===== src/rtl/csi2_video_gen_if.sv =====
// AXI4-Stream video channel between the CSI-2 test source and its consumers.
interface csi2_video_gen_if #(
  parameter int TDATA_WIDTH = 16
) ();
  logic [TDATA_WIDTH-1:0] tdata;
  logic                   tvalid;
  logic                   tready;
  logic                   tlast;
  logic                   tuser;

  modport master (output tdata, tvalid, tlast, tuser, input tready);
  modport slave  (input tdata, tvalid, tlast, tuser, output tready);
endinterface


===== src/rtl/csi2_video_gen.sv =====
// Programmable AXI4-Stream frame source: tuser marks frame start, tlast marks line end.
//
// state         | meaning
// S_IDLE        | waiting for en_i, no output
// S_ACTIVE      | driving pixels of the current line
// S_LN_BLANK    | tvalid low between lines of a frame
// S_FRAME_BLANK | tvalid low after the final line, then restart or idle
module csi2_video_gen #(
  parameter int TDATA_WIDTH = 16,
  parameter int LN_BLANK    = 16,
  parameter int FRAME_BLANK = 64
) (
  input  logic                     clk_i,
  input  logic                     srst_i,
  input  logic                     en_i,
  input  logic [15:0]              px_per_ln_i,
  input  logic [15:0]              ln_per_frame_i,
  input  logic [1:0]               pattern_i,
  csi2_video_gen_if.master         video_o,
  output logic                     busy_o,
  output logic [31:0]              frame_cnt_o
);

  typedef enum logic [1:0] {S_IDLE, S_ACTIVE, S_LN_BLANK, S_FRAME_BLANK} state_t;

  localparam logic [31:0] LN_BLANK_LD    = 32'(LN_BLANK > 0 ? LN_BLANK - 1 : 0);
  localparam logic [31:0] FRAME_BLANK_LD = 32'(FRAME_BLANK > 0 ? FRAME_BLANK - 1 : 0);

  state_t                 r_state;
  logic [15:0]            r_px;
  logic [15:0]            r_ln;
  logic [15:0]            r_px_last;
  logic [15:0]            r_ln_last;
  logic [1:0]             r_pat;
  logic [31:0]            r_blank_cnt;
  logic                   r_tvalid;
  logic                   r_tlast;
  logic                   r_tuser;
  logic [TDATA_WIDTH-1:0] r_tdata;
  logic                   r_busy;
  logic [31:0]            r_frame_cnt;

  logic        w_fire;
  logic        w_start;
  logic        w_px_end;
  logic        w_ln_end;
  logic [15:0] w_px_nxt;
  logic [15:0] w_ln_nxt;
  logic [15:0] w_px_last_in;
  logic [15:0] w_ln_last_in;

  function automatic logic [TDATA_WIDTH-1:0] f_data(input logic [15:0] px,
                                                    input logic [15:0] ln,
                                                    input logic [1:0]  pat);
    logic [TDATA_WIDTH-1:0] v;
    v = '0;
    case (pat)
      2'd0:    v[15:0] = px;
      2'd1:    v[15:0] = ln;
      2'd2:    v[15:0] = px + ln;
      default: v = ln[0] ? '0 : '1;
    endcase
    return v;
  endfunction

  // Limits are stored as last-index so a zero request degenerates to one pixel/line.
  assign w_px_last_in = (px_per_ln_i == 16'd0)    ? 16'd0 : px_per_ln_i - 16'd1;
  assign w_ln_last_in = (ln_per_frame_i == 16'd0) ? 16'd0 : ln_per_frame_i - 16'd1;

  assign w_fire   = r_tvalid && video_o.tready;
  assign w_px_end = (r_px == r_px_last);
  assign w_ln_end = (r_ln == r_ln_last);
  assign w_px_nxt = r_px + 16'd1;
  assign w_ln_nxt = r_ln + 16'd1;
  assign w_start  = en_i && ((r_state == S_IDLE) ||
                             (r_state == S_FRAME_BLANK && r_blank_cnt == 32'd0));

  always_ff @(posedge clk_i or posedge srst_i) begin
    if (srst_i) begin
      r_state     <= S_IDLE;
      r_px        <= '0;
      r_ln        <= '0;
      r_px_last   <= '0;
      r_ln_last   <= '0;
      r_pat       <= '0;
      r_blank_cnt <= '0;
      r_tvalid    <= 1'b0;
      r_tlast     <= 1'b0;
      r_tuser     <= 1'b0;
      r_tdata     <= '0;
      r_busy      <= 1'b0;
      r_frame_cnt <= '0;
    end else if (w_start) begin
      r_px_last <= w_px_last_in;
      r_ln_last <= w_ln_last_in;
      r_pat     <= pattern_i;
      r_px      <= '0;
      r_ln      <= '0;
      r_tvalid  <= 1'b1;
      r_tdata   <= f_data(16'd0, 16'd0, pattern_i);
      r_tuser   <= 1'b1;
      r_tlast   <= (w_px_last_in == 16'd0);
      r_busy    <= 1'b1;
      r_state   <= S_ACTIVE;
    end else begin
      case (r_state)
        S_ACTIVE: begin
          if (w_fire) begin
            r_tuser <= 1'b0;
            if (!w_px_end) begin
              r_px    <= w_px_nxt;
              r_tdata <= f_data(w_px_nxt, r_ln, r_pat);
              r_tlast <= (w_px_nxt == r_px_last);
            end else if (!w_ln_end) begin
              r_px <= '0;
              r_ln <= w_ln_nxt;
              if (LN_BLANK == 0) begin
                r_tdata <= f_data(16'd0, w_ln_nxt, r_pat);
                r_tlast <= (r_px_last == 16'd0);
              end else begin
                r_tvalid    <= 1'b0;
                r_tlast     <= 1'b0;
                r_blank_cnt <= LN_BLANK_LD;
                r_state     <= S_LN_BLANK;
              end
            end else begin
              r_frame_cnt <= r_frame_cnt + 32'd1;
              r_tvalid    <= 1'b0;
              r_tlast     <= 1'b0;
              r_blank_cnt <= FRAME_BLANK_LD;
              r_state     <= S_FRAME_BLANK;
            end
          end
        end
        S_LN_BLANK: begin
          if (r_blank_cnt == 32'd0) begin
            r_tvalid <= 1'b1;
            r_tdata  <= f_data(r_px, r_ln, r_pat);
            r_tlast  <= (r_px_last == 16'd0);
            r_state  <= S_ACTIVE;
          end else begin
            r_blank_cnt <= r_blank_cnt - 32'd1;
          end
        end
        S_FRAME_BLANK: begin
          // Restart with en_i high is taken by w_start above.
          if (r_blank_cnt == 32'd0) begin
            r_busy  <= 1'b0;
            r_state <= S_IDLE;
          end else begin
            r_blank_cnt <= r_blank_cnt - 32'd1;
          end
        end
        default: r_state <= S_IDLE;
      endcase
    end
  end

  assign video_o.tvalid = r_tvalid;
  assign video_o.tdata  = r_tdata;
  assign video_o.tlast  = r_tlast;
  assign video_o.tuser  = r_tuser;
  assign busy_o         = r_busy;
  assign frame_cnt_o    = r_frame_cnt;

endmodule

===== src/flat_wrapper.sv =====
// flat-port wrapper written by rule: the top's interface ports become plain ports
module csi2_video_gen_flat 
#(
  parameter int TDATA_WIDTH = 16,
  parameter int LN_BLANK    = 16,
  parameter int FRAME_BLANK = 64
)
  (clk_i, srst_i, en_i, px_per_ln_i, ln_per_frame_i, pattern_i, busy_o, frame_cnt_o, video_o_tdata, video_o_tvalid, video_o_tlast, video_o_tuser, video_o_tready);
  csi2_video_gen_if #(.TDATA_WIDTH(TDATA_WIDTH)) video_o_i ();
  input  logic clk_i;
  input  logic srst_i;
  input  logic en_i;
  input  logic [15:0] px_per_ln_i;
  input  logic [15:0] ln_per_frame_i;
  input  logic [1:0] pattern_i;
  output logic busy_o;
  output logic [31:0] frame_cnt_o;
  output wire logic [$bits(video_o_i.tdata)-1:0] video_o_tdata;
  output wire logic [$bits(video_o_i.tvalid)-1:0] video_o_tvalid;
  output wire logic [$bits(video_o_i.tlast)-1:0] video_o_tlast;
  output wire logic [$bits(video_o_i.tuser)-1:0] video_o_tuser;
  input wire logic [$bits(video_o_i.tready)-1:0] video_o_tready;
  assign video_o_tdata = video_o_i.tdata;
  assign video_o_tvalid = video_o_i.tvalid;
  assign video_o_tlast = video_o_i.tlast;
  assign video_o_tuser = video_o_i.tuser;
  assign video_o_i.tready = video_o_tready;
  csi2_video_gen #(.TDATA_WIDTH(TDATA_WIDTH), .LN_BLANK(LN_BLANK), .FRAME_BLANK(FRAME_BLANK)) u_core (.clk_i(clk_i), .srst_i(srst_i), .en_i(en_i), .px_per_ln_i(px_per_ln_i), .ln_per_frame_i(ln_per_frame_i), .pattern_i(pattern_i), .video_o(video_o_i), .busy_o(busy_o), .frame_cnt_o(frame_cnt_o));
endmodule

===== config.mk =====
export PLATFORM = sky130hd
export DESIGN_NAME = csi2_video_gen_flat
export DESIGN_NICKNAME = d
export VERILOG_FILES = /design/src/rtl/csi2_video_gen_if.sv /design/src/rtl/csi2_video_gen.sv /design/src/flat_wrapper.sv
export SDC_FILE = /design/constraint.sdc
export NUM_CORES = 1
export LEC_CHECK = 0
export CAP_MARGIN = 40
export CORE_ASPECT_RATIO = 1.5
export CORE_MARGIN = 2
export CORE_UTILIZATION = 60
export CTS_CLUSTER_SIZE = 24
export DETAILED_ROUTE_END_ITERATION = 10
export PLACE_DENSITY = 0.82
export SETUP_SLACK_MARGIN = 0.15
export SYNTH_ARGS = -nofsm -noshare
export SYNTH_HDL_FRONTEND = slang
export SYNTH_SLANG_ARGS = --single-unit

===== constraint.sdc =====
create_clock -name clk_i -period 11 [get_ports clk_i]
set_clock_uncertainty 0.1 [all_clocks]
set_input_delay 2.75 -clock clk_i [delete_from_list [all_inputs] [get_ports clk_i]]
set_output_delay 2.75 -clock clk_i [all_outputs]
set_load 0.005 [all_outputs]

**After elaboration in Yosys (flattened, before gate mapping)**

Index checks and enable logic that the tools add are counted.

- Bitwise logic cells: 1
- Shift-type cells: 0
- $lt $le $gt $ge: 0
- Divide/modulo/power cells: 0
- Add/subtract/negate cells: 8
- Multipliers: 0
- Mux-type cells: 49
- Reductions and logical operators: 31
- Equality and inequality tests: 20

Operators by type and width:

| cell | number |
|---|---|
| 2-to-1 mux 16 bit | 18 |
| 2-to-1 mux 32 bit | 3 |
| one-hot mux 16 bit (3 select lines) | 2 |
| zero test 16 bit | 4 |
| one-hot mux 32 bit (2 select lines) | 1 |
| == test 16 bit | 3 |
| adder 16 x 1 -> 16 bit (second input constant) | 2 |
| adder 16 bit | 2 |
| adder 32 x 1 -> 32 bit (second input constant) | 1 |
| zero test 32 bit | 1 |
| one-hot mux 16 bit (2 select lines) | 1 |
| subtractor 16 x 1 -> 16 bit (second input constant) | 2 |
| subtractor 32 x 1 -> 32 bit (second input constant) | 1 |
| AND reduction 4 bit | 4 |
| 2-to-1 mux 1 bit | 15 |
| nonzero test 2 bit | 6 |
| 2-to-1 mux 2 bit | 5 |
| AND reduction 5 bit | 2 |
| != test 3 x 1 -> 1 bit (second input constant) | 3 |
| != test 3 x 2 -> 1 bit (second input constant) | 3 |
| == test 2 bit (second input constant) | 4 |
| == test 2 x 1 -> 1 bit (second input constant) | 3 |
| zero test 2 bit | 3 |
| 2-to-1 mux 6 bit | 1 |
| 12 further kinds | 19 |

- Bits in latches: 0
- Output and inout bits: 52
- Memories kept: 0
- Bits in registers: 152
- Memory bits (read-only): 0
- Bits in writable memories: 0

**Longest topological paths before layout**

Gate-level depths: netlist of run 1.

- Depth after elaboration: 7
- Mapped depth: 15
- Depth with buffers taken out: 14

**Least setup slack after synthesis of run 1**

OpenSTA, ideal clock, no wires.

- Path type: input-to-reg
- Start: input port ln_per_frame_i[5]
- End: register u_core.r_ln_last[14]
- Library setup time: 0.082 ns
- Stages on the path: 6
- Data arrival time: 4.621 ns
- Buffers on the path: 0
- Path slack: 6.197 ns
- Cells stage by stage: or4_4 -> nor2_4 -> nand2_2 -> or4_4 -> or4b_1 -> a31oi_1

- Longest elaborated chain between the ends: 2
- Elaborated cells between the ends (all ways): 3

Ends and longest elaborated chain:

| what | RTL line | source |
|---|---|---|
| start, declared | flat_wrapper.sv:14 | `input logic [15:0] ln_per_frame_i;` |
| subtractor 16 x 1 -> 16 bit / zero test 16 bit (equally long branches) | csi2_video_gen.sv:68 | `assign w_ln_last_in = (ln_per_frame_i == 16'd0) ? 16'd0 : ln_per_frame_i - 16'd1;` |
| 2-to-1 mux 16 bit * | csi2_video_gen.sv:68 |  |
| end signal, assigned | csi2_video_gen.sv:95 | `r_ln_last <= w_ln_last_in;` |
| end, declared | csi2_video_gen.sv:33 | `logic [15:0] r_ln_last;` |

Every way passes the cells marked *; elsewhere a longest branch is shown, timed or not.
A chain may end at the register's enable or synchronous reset.

**Worst setup path after layout of run 1**

- Start: input port ln_per_frame_i[5]
- End: register u_core.r_ln_last[7]

Same word-level chain as after synthesis.

==> results of run 1 <==
## per-layer routing
layer  vias up  global-route usage, %  part of all wire (%)
met2       279                  49.95                    50
li1       4523                      -                     -
met1      4570                  35.42                    40
met4         0                  17.34                   5.5
met5         -                      0                     0
met3        80                  5.013                   4.3
## through the flow
stage / hold WS, ps / cell area, sq um / instances / worst slack (ps) / util [%]
final: 392.6 / 12450 / 1530 / 5892 / 69.66
after global routing: 392.8 / 12450 / 1530 / 5791 / 69.66
after CTS: 388.7 / 12450 / 1530 / 5900 / 69.66
after detailed placement: 377.4 / 11850 / 1498 / 5438 / 66.34
after global placement: 360.5 / 11790 / 1495 / 5509 / 66.00
after floorplan: 368.3 / 10880 / 1247 / 4057 / -
## path summary, 6_finish.rpt
path | startpoint | to | slack, ps | depth (start not counted)
max in group asynchronous | srst_i | u_core.r_ln[10]$_DFFE_PP0P_ | 6750 | 3
worst max-delay path | ln_per_frame_i[5] | u_core.r_ln_last[7]$_DFFE_PP0P_ | 5890 | 7
worst max register to register | u_core.r_px[1]$_DFFE_PP0P_ | u_core.video_o.tdata[13]$_DFFE_PP0P_ | 6710 | 13
worst min-delay path | u_core.frame_cnt_o[12]$_DFFE_PP0P_ | u_core.frame_cnt_o[12]$_DFFE_PP0P_ | 390 | 1
worst min register to register | u_core.frame_cnt_o[12]$_DFFE_PP0P_ | u_core.frame_cnt_o[12]$_DFFE_PP0P_ | 390 | 1
min in group asynchronous | srst_i | u_core.video_o.tdata[2]$_DFFE_PP0P_ | 2770 | 2
## where the power goes
group	total (W)	internal [W]	switching (W)	leakage [nW]
combinational	0.000128	0.0000553	0.0000728	3.25
clock	0.000598	0.000328	0.000270	0.289
sequential	0.000583	0.000565	0.0000174	2.06
## cells in the mapped netlist (9+ instances only)
master      n  area, sq um
nor3b_1    10        75.07
nor4_1     19        118.9
nand3b_1    9        67.56
nor2_1    124        465.5
o31ai_1    15        112.6
a31oi_1    13        81.33
dfrtp_1   152         3804
nor3_1     26        130.1
a21oi_1    58        290.3
nand2b_1    9        56.30
ha_1       44        550.5
nand2_1   120        450.4
and3_1     21        131.4
or3_1       9        56.30
nand4_1    24        150.1
o21ai_0    86        430.4
nand3_1    41        205.2
inv_1      47        176.4
and4_1     10        87.58
clkbuf_1   38        142.6
xor2_1     92        805.8
and2_1      9        56.30
a21o_1     12        90.09
buf_2      14        70.07
xnor2_1    91        797.0
## flip-flops by register name, indices dropped and copies added, names as in the netlist, 2 cells and up
signal / cells
u_core.frame_cnt_o: 32
u_core.r_blank_cnt: 32
u_core.r_ln: 16
u_core.r_ln_last: 16
u_core.r_px: 16
u_core.r_px_last: 16
u_core.video_o.tdata: 16
u_core.r_pat: 2
u_core.r_state: 2
## kinds of logic (layout without fill, tap and decap cells)
logic type               after synthesis  in the layout  share of synthesized area (%)
XOR/XNOR                             184            184                          14.99
flip-flops                           152            152                          34.96
multiplexers                           9              9                          1.104
buffers and inverters                111            177                          4.497
AND/OR/NAND/NOR                      484            484                          23.73
AO/OA/AOI/OAI                        261            261                          15.30
adder cells (fa/ha/maj)               46             46                          5.428
## area by class of cell
class	count	area [sq um]	area share, %
Multi-Input combinational cell	984	6600	53.03
Sequential cell	152	3804	30.56
Timing Repair Buffer	98	996.0	8.002
Inverter	47	181.4	1.458
Tap cell	217	271.5	2.181
Clock buffer	18	439.2	3.528
Clock inverter	14	155.1	1.246
## worst max-delay path: stages
cell and delay, ps:
clkdlybuf4s50_1 450, or4_4 570, nor2_4 110, nand2_2 90, or4_4 520, o41ai_4 590, o21ai_0 220
==> results.cfg, run 1 <==
[final_layout]
fin_nets = 1384
diodes = 0
n_fill_cell = 1406
final_cell_mix = dfrtp_1, nor2_1, nand2_1
layout-drive-gt1-share_pct = 6.474
layout_commonest_cell = dfrtp_1
syn_to_final_growth_pct = 14.41

[power_and_ir_drop]
total_leakage_power_nw = 5.607
p_total_w = 0.001309
ir_drop_v = 0.00007450
power-per-cell-area_nw_per_um2 = 105.2

[detailed_routing]
via_count = 9452
wirelength_um = 27590
firstDrtPassIters = 5
ant_nets = 0
wire_per_inst_um = 18.03
drtIter0Drc = 709
drcViolationCount = 0
vias_per_cell = 6.178

[critical_path]
critPathKind = in -> reg
cp.required_ps = 11190
crit_arrival_ps = 5290
crit_path_start_kind = input pin
worstPathMaxFanout = 14
worst_setup_path_end_kind = flip-flop

[grt]
antenna_found_initial = 0
track_usage_pct = 29.65
grt_overflow = 0
first_global_vias = 9153
grt_max_degree = 94
grt_pass1_wl_um = 45790

[cts]
clkSlewWorstSetupHoldPaths_ps = 70
clk_latency_ps = 450
cts_tree = done
cts_buffer_depth = 2
cts_made_buffers = 17
cts_hold_buffers = 0
cts.sinks = 152
cts_max_level = 4
cts_root_buffer = clkbuf_16
cts_resized = 0
postCtsSetupRepairBufs = 0

[yosys]
synthCells = 1247
synth_top_flop_cell = dfrtp_1
synth_area_sq_um = 10880
post_synth_num_cell_types = 88
seq_area_frac_synth_pct = 34.96
synthesis.nets = 1331
synth_seq_cells = 152
avgSynthCellArea_sq_um = 8.724
synth_edf_count = 0
async_flop_share_pct = 100.0
synth_warnings = 0

[timing]
relSlewSlack_pct = 44.54
fmax_mhz = 195.8
hold_viol_final = 0
tightestPinTransition_ps = 831.9
drv_slew = 0
finalSetupViolCount = 0
rsz0062_at_grt = false
fin_crit_ps = 5108
period_share_pct = 46.43
fin_setup_tns_ps = 0

[placement]
port_buffers = 89
hpwlAfterDp_um = 20120
gp_congestion = 0.9067

[floorplanning]
ios = 90
die_x_um = 113.9
die_y_um = 168.9
core_sq_um = 17870
die_area_sq_um = 19250
rows = 60
start_util_pct = 60.89

[status]
status = finished, final reports clean

[hold_path]
hold_path_class = reg -> reg

[job]
drv_cap = 0
Note: power is estimated with default switching activity, not from simulation.
==> run 2: changes to the inputs <==
==> constraint.sdc (replaced) <==
create_clock -name clk_i -period 5.05 [get_ports clk_i]
set_clock_uncertainty 0.1 [all_clocks]
set_input_delay 1.2625 -clock clk_i [delete_from_list [all_inputs] [get_ports clk_i]]
set_output_delay 1.2625 -clock clk_i [all_outputs]
set_load 0.005 [all_outputs]
==> run 2 against run 1 <==
  * Sequential cell count unchanged
  * Sequential power increased by 120%
  * Worst hold slack got worse by 18 ps
  * First-iteration DRC count increased by 13%
  * Largest cell class unchanged
  * Global-route usage increased by 0.30 points
  * Die area unchanged
==> results.cfg, run 2 (synthesis gave the netlist of run 1 again) <==
[cts]
cts_resized = 0
clk_latency_ps = 440
cts_made_buffers = 17
clkSlewWorstSetupHoldPaths_ps = 70
cts_tree = done
cts.sinks = 152
postCtsSetupRepairBufs = 0
cts_hold_buffers = 0
cts_max_level = 4
cts_root_buffer = clkbuf_16
cts_buffer_depth = 2

[detailed_routing]
met1_length_um = 10980
via_count = 9564
drtIter0Drc = 802
drcViolationCount = 0
vias_per_cell = 6.243
wire_per_inst_um = 18.33
firstDrtPassIters = 5
ant_nets = 0
wirelength_um = 28090
wl_met2_um = 14490
wl_met3_um = 1248
highest_layer = met4

[critical_path]
regToRegStartpoint = u_core.r_px[1]$_DFFE_PP0P_
path_delay_family = simple AND/OR/NAND/NOR gates
worst_r2r_path_depth = 13
crit_path_max_incr_delay_ps = 620
worstReg2RegEnd = u_core.video_o.tdata[13]$_DFFE_PP0P_
path_cells = ha_1 > and4_1 > nand4_1 > xnor2_1 > ha_1 > a21o_1 > a31o_2 > a21oi_1 > a31oi_1 > or4b_2 > nand4_1 > o21bai_1 > a31oi_1
critPathKind = reg -> reg
crit_path_start_kind = flip-flop
crit_buf_inv = 0
rrSetupSlack_ps = 950
worst_setup_path_end_kind = flip-flop
crit_arrival_ps = 4360
crit_slowest_cell = or4b_2
worstPathMaxFanout = 9
cp.required_ps = 5310

[final_layout]
fin_area_sq_um = 12500
fin_nets = 1386
syn_to_final_growth_pct = 14.87
diodes = 0
final_cell_mix = dfrtp_1, nor2_1, nand2_1
layout-drive-gt1-share_pct = 6.540
layout_commonest_cell = dfrtp_1

[hold_path]
hp-start = u_core.video_o.tuser$_DFFE_PP0P_
hold_end = u_core.video_o.tuser$_DFFE_PP0P_
min_path_cells = 2
hold_path_class = reg -> reg

[placement]
dpl_cell_area_sq_um = 11870
gp_congestion = 0.9917
hpwlAfterDp_um = 20340
port_buffers = 89

[power_and_ir_drop]
power-per-cell-area_nw_per_um2 = 234.1
p_total_w = 0.002926
ir_drop_v = 0.0002414
total_leakage_power_nw = 5.624

[floorplanning]
start_util_pct = 60.89
die_y_um = 168.9
ios = 90
rows = 60
die_x_um = 113.9
core_sq_um = 17870
die_area_sq_um = 19250

[grt]
first_global_vias = 9554
antenna_found_initial = 0
grt_pass1_wl_um = 46260
grt_overflow = 0
track_usage_pct = 29.95
grt_max_degree = 153

[timing]
hold_viol_final = 0
tightestPinTransition_ps = 881.8
fmax_mhz = 244.0
rsz0062_at_grt = false
fin_setup_tns_ps = 0
fin_crit_ps = 4098
hold_slack_ps = 374.7
relSlewSlack_pct = 40.99
drv_slew = 0
finalSetupViolCount = 0
period_share_pct = 81.15

[job]
drv_cap = 0

[status]
status = finished, final reports clean
[run 2: cell count changes in the layout (fill, tap and decap cells not counted), sizes merged]
cell	change
buf	+2
clkinv	-1
inv	-2
clkinvlp	+1
bufinv	+2
[run 2: cell type report]
cell class	instances	area, sq um
sequential	152	3804
fill	1397	5370
clock buffer	18	429.2
inverter	47	180.2
clock inverter	14	198.9
multi-input combinational	984	6600
tap	217	271.5
timing repair buffer	100	1013
[run 2: power by group]
part / internal (W) / switching (W) / total, W
registers: 0.00123 / 0.0000351 / 0.00127
clock network: 0.000799 / 0.000577 / 0.00138
logic: 0.000121 / 0.000162 / 0.000283
[run 2: worst max-delay path by stage]
stage / depth (start not counted) / slack (ps) / end / start
2_1_floorplan: 14 / 1370 / u_core.video_o.tdata[13]$_DFFE_PP0P_ / u_core.r_px[1]$_DFFE_PP0P_
3_3_place_gp: 8 / 1040 / u_core.r_ln_last[6]$_DFFE_PP0P_ / ln_per_frame_i[5]
3_5_place_dp: 8 / 1000 / u_core.r_ln_last[6]$_DFFE_PP0P_ / ln_per_frame_i[5]
4_1_cts: 13 / 990 / u_core.video_o.tdata[13]$_DFFE_PP0P_ / u_core.r_px[1]$_DFFE_PP0P_
5_1_grt: 13 / 770 / u_core.video_o.tdata[13]$_DFFE_PP0P_ / u_core.r_px[1]$_DFFE_PP0P_
6_report: 13 / 950 / u_core.video_o.tdata[13]$_DFFE_PP0P_ / u_core.r_px[1]$_DFFE_PP0P_
[run 2: layer usage]
| metal | up-vias | GRT usage [%] |
|---|---|---|
| met5 | - | 0 |
| met4 | 0 | 16.44 |
| met3 | 78 | 4.046 |
| met2 | 323 | 53.55 |
| met1 | 4632 | 34.13 |
| li1 | 4531 | - |
[run 2: stage by stage]
step	utilization, %	worst slack (ps)	instances
2_1_floorplan	-	1366	1247
3_3_place_gp	66.19	1045	1498
3_5_place_dp	66.43	998.3	1500
4_1_cts	69.94	989.6	1532
5_1_grt	69.94	770.0	1532
6_report	69.94	951.9	1532
[run 2: worst min-delay path: stages (launching register included)]
cell,delay [ps]
dfrtp_1,340
nand2_1,50
nand2_1,50
==> run 3: changes to the inputs <==
--- a/config.mk
+++ b/config.mk
@@ -8,10 +8,10 @@
 export CAP_MARGIN = 40
 export CORE_ASPECT_RATIO = 1.5
 export CORE_MARGIN = 2
-export CORE_UTILIZATION = 60
+export CORE_UTILIZATION = 54
 export CTS_CLUSTER_SIZE = 24
 export DETAILED_ROUTE_END_ITERATION = 10
-export PLACE_DENSITY = 0.82
+export PLACE_DENSITY = 0.78
 export SETUP_SLACK_MARGIN = 0.15
 export SYNTH_ARGS = -nofsm -noshare
 export SYNTH_HDL_FRONTEND = slang
==> constraint.sdc (replaced) <==
create_clock -name clk_i -period 3.5 [get_ports clk_i]
set_clock_uncertainty 0.1 [all_clocks]
set_input_delay 0.875 -clock clk_i [delete_from_list [all_inputs] [get_ports clk_i]]
set_output_delay 0.875 -clock clk_i [all_outputs]
set_load 0.005 [all_outputs]
==> run 3 against run 2 <==
  * Combinational power grew 78%
  * Clock power increased by 50%
  * Register-to-register slack got worse by 730 ps
  * Die area increased by 11%
  * Global-route usage decreased by 2.1 points
  * Cell count rose by 7.2%
  * Sequential share of layout area fell by 1.7 points
  * First-iteration DRC count decreased by 18%
  * Clock-buffer cell count is 1 lower
  * Non-clock buffer count increased by 68
==> results.cfg, run 3 (synthesis gave the netlist of run 1 again) <==
[cts]
cts_max_level = 4
cts.sinks = 152
cts_hold_buffers = 0
clk_latency_ps = 440
cts_root_buffer = clkbuf_16
cts_made_buffers = 17
cts_buffer_depth = 2
cts_tree = done
clkSlewWorstSetupHoldPaths_ps = 70

[grt]
track_usage_pct = 27.81
grt_max_degree = 68
grt_overflow = 0
grt_pass1_wl_um = 47140
first_global_vias = 9582
antenna_found_initial = 0

[detailed_routing]
wire_per_inst_um = 17.65
ant_nets = 0
wirelength_um = 29000
firstDrtPassIters = 5
via_count = 9672
vias_per_cell = 5.887
drtIter0Drc = 659
drcViolationCount = 0

[timing]
tightestPinTransition_ps = 654.5
finalSetupViolCount = 0
fin_ws_ps = 225.7
drv_slew = 0
fin_crit_ps = 3274
relSlewSlack_pct = 56.27
period_share_pct = 93.55
hold_viol_final = 0
fmax_mhz = 305.4
fin_setup_tns_ps = 0
rsz0062_at_grt = true

[critical_path]
worst_r2r_path_depth = 13
cp.required_ps = 3750
worst_setup_path_end_kind = flip-flop
crit_arrival_ps = 3530
crit_path_start_kind = flip-flop
worstPathMaxFanout = 5
critPathKind = reg -> reg

[hold_path]
hold_path_class = reg -> reg
min_path_cells = 1

[placement]
dp_slack_ps = 6.384
port_buffers = 89
gp_congestion = 0.9528
hpwlAfterDp_um = 21800

[power_and_ir_drop]
power.net_switching_w = 0.001146
p_sw_share_pct = 26.09
p_comb_share_pct = 11.5
clockPowerShare_pct = 47.2
p_total_w = 0.004392
power-per-cell-area_nw_per_um2 = 331.5
ir_drop_v = 0.0002741
power_frac_seq_pct = 41.3
internal_power_w = 0.003246
total_leakage_power_nw = 6.006

[floorplanning]
start_util_pct = 54.99
rows = 63
ios = 90
die_area_sq_um = 21320
core_sq_um = 19790
die_y_um = 177.8
die_x_um = 119.9

[final_layout]
n_fill_cell = 1610
fin_util_pct = 66.96
layout_commonest_cell = dfrtp_1
diodes = 0
fin_nets = 1454
syn_to_final_growth_pct = 21.77
final_cell_mix = dfrtp_1, nor2_1, nand2_1
layout-drive-gt1-share_pct = 12.80

[status]
status = finished, final reports clean

[job]
drv_cap = 0
[run 3: worst paths after layout]
path	startpoint	endpoint	slack, ps
max reg2reg	u_core.r_px[0]$_DFFE_PP0P_	u_core.video_o.tdata[13]$_DFFE_PP0P_	230
min	u_core.frame_cnt_o[31]$_DFFE_PP0P_	u_core.frame_cnt_o[31]$_DFFE_PP0P_	370
max in group asynchronous	srst_i	u_core.r_px[3]$_DFFE_PP0P_	1730
min in group asynchronous	srst_i	u_core.frame_cnt_o[24]$_DFFE_PP0P_	780
max	u_core.r_px[0]$_DFFE_PP0P_	u_core.video_o.tdata[13]$_DFFE_PP0P_	230
min reg2reg	u_core.frame_cnt_o[31]$_DFFE_PP0P_	u_core.frame_cnt_o[31]$_DFFE_PP0P_	370
[run 3: critical path, stage by stage (launching register included)]
cell,delay [ps]
dfrtp_2,430
ha_4,170
and4_4,260
nand4_1,180
xnor2_2,280
ha_4,250
a21o_1,170
a31o_4,230
a21oi_4,180
a31oi_4,120
or4b_4,480
nand4_1,110
o21bai_1,70
a31oi_1,150
[run 3: power by group through the flow]
stage	registers (W)	logic, W	clock network (W)
final	0.00181	0.000504	0.00207
after global routing	0.00181	0.000554	0.00216
after CTS	0.00181	0.000476	0.00210
after detailed placement	0.00185	0.000466	0
after global placement	0.00185	0.000457	0
after floorplan	0.00184	0.000282	0
[run 3: cell type report]
cell class	count	area [sq um]	area share, %
well taps	260	325.3	2.456
clock inverters	15	231.5	1.747
multi-input cells	984	6733	50.82
inverters	47	180.2	1.360
repair buffers	168	1541	11.64
clock buffers	17	425.4	3.211
flip-flops and latches	152	3811	28.77
[run 3: through the flow]
| step | hold slack (ps) | std cells | cell area [sq um] |
|---|---|---|---|
| 2_1_floorplan | 368.3 | 1247 | 10940 |
| 3_3_place_gp | 364.6 | 1601 | 12400 |
| 3_5_place_dp | 367.0 | 1602 | 12420 |
| 4_1_cts | 378.8 | 1636 | 13090 |
| 5_1_grt | 404.6 | 1643 | 13250 |
| 6_report | 374.8 | 1643 | 13250 |
[run 3: what timing repair did]
action,4_1_cts,5_1_grt
pin swaps,1,10
gates resized for setup,2,17
setup buffers,2,7
setup endpoints to repair,3,15
[run 3: metal layers]
layer	vias to the layer above	track usage, %	routed length (um)
li1	4677	-	-
met1	4611	30.85	11450
met2	301	49.19	14640
met3	83	4.434	1146
met4	0	17.89	1761
met5	-	0	0
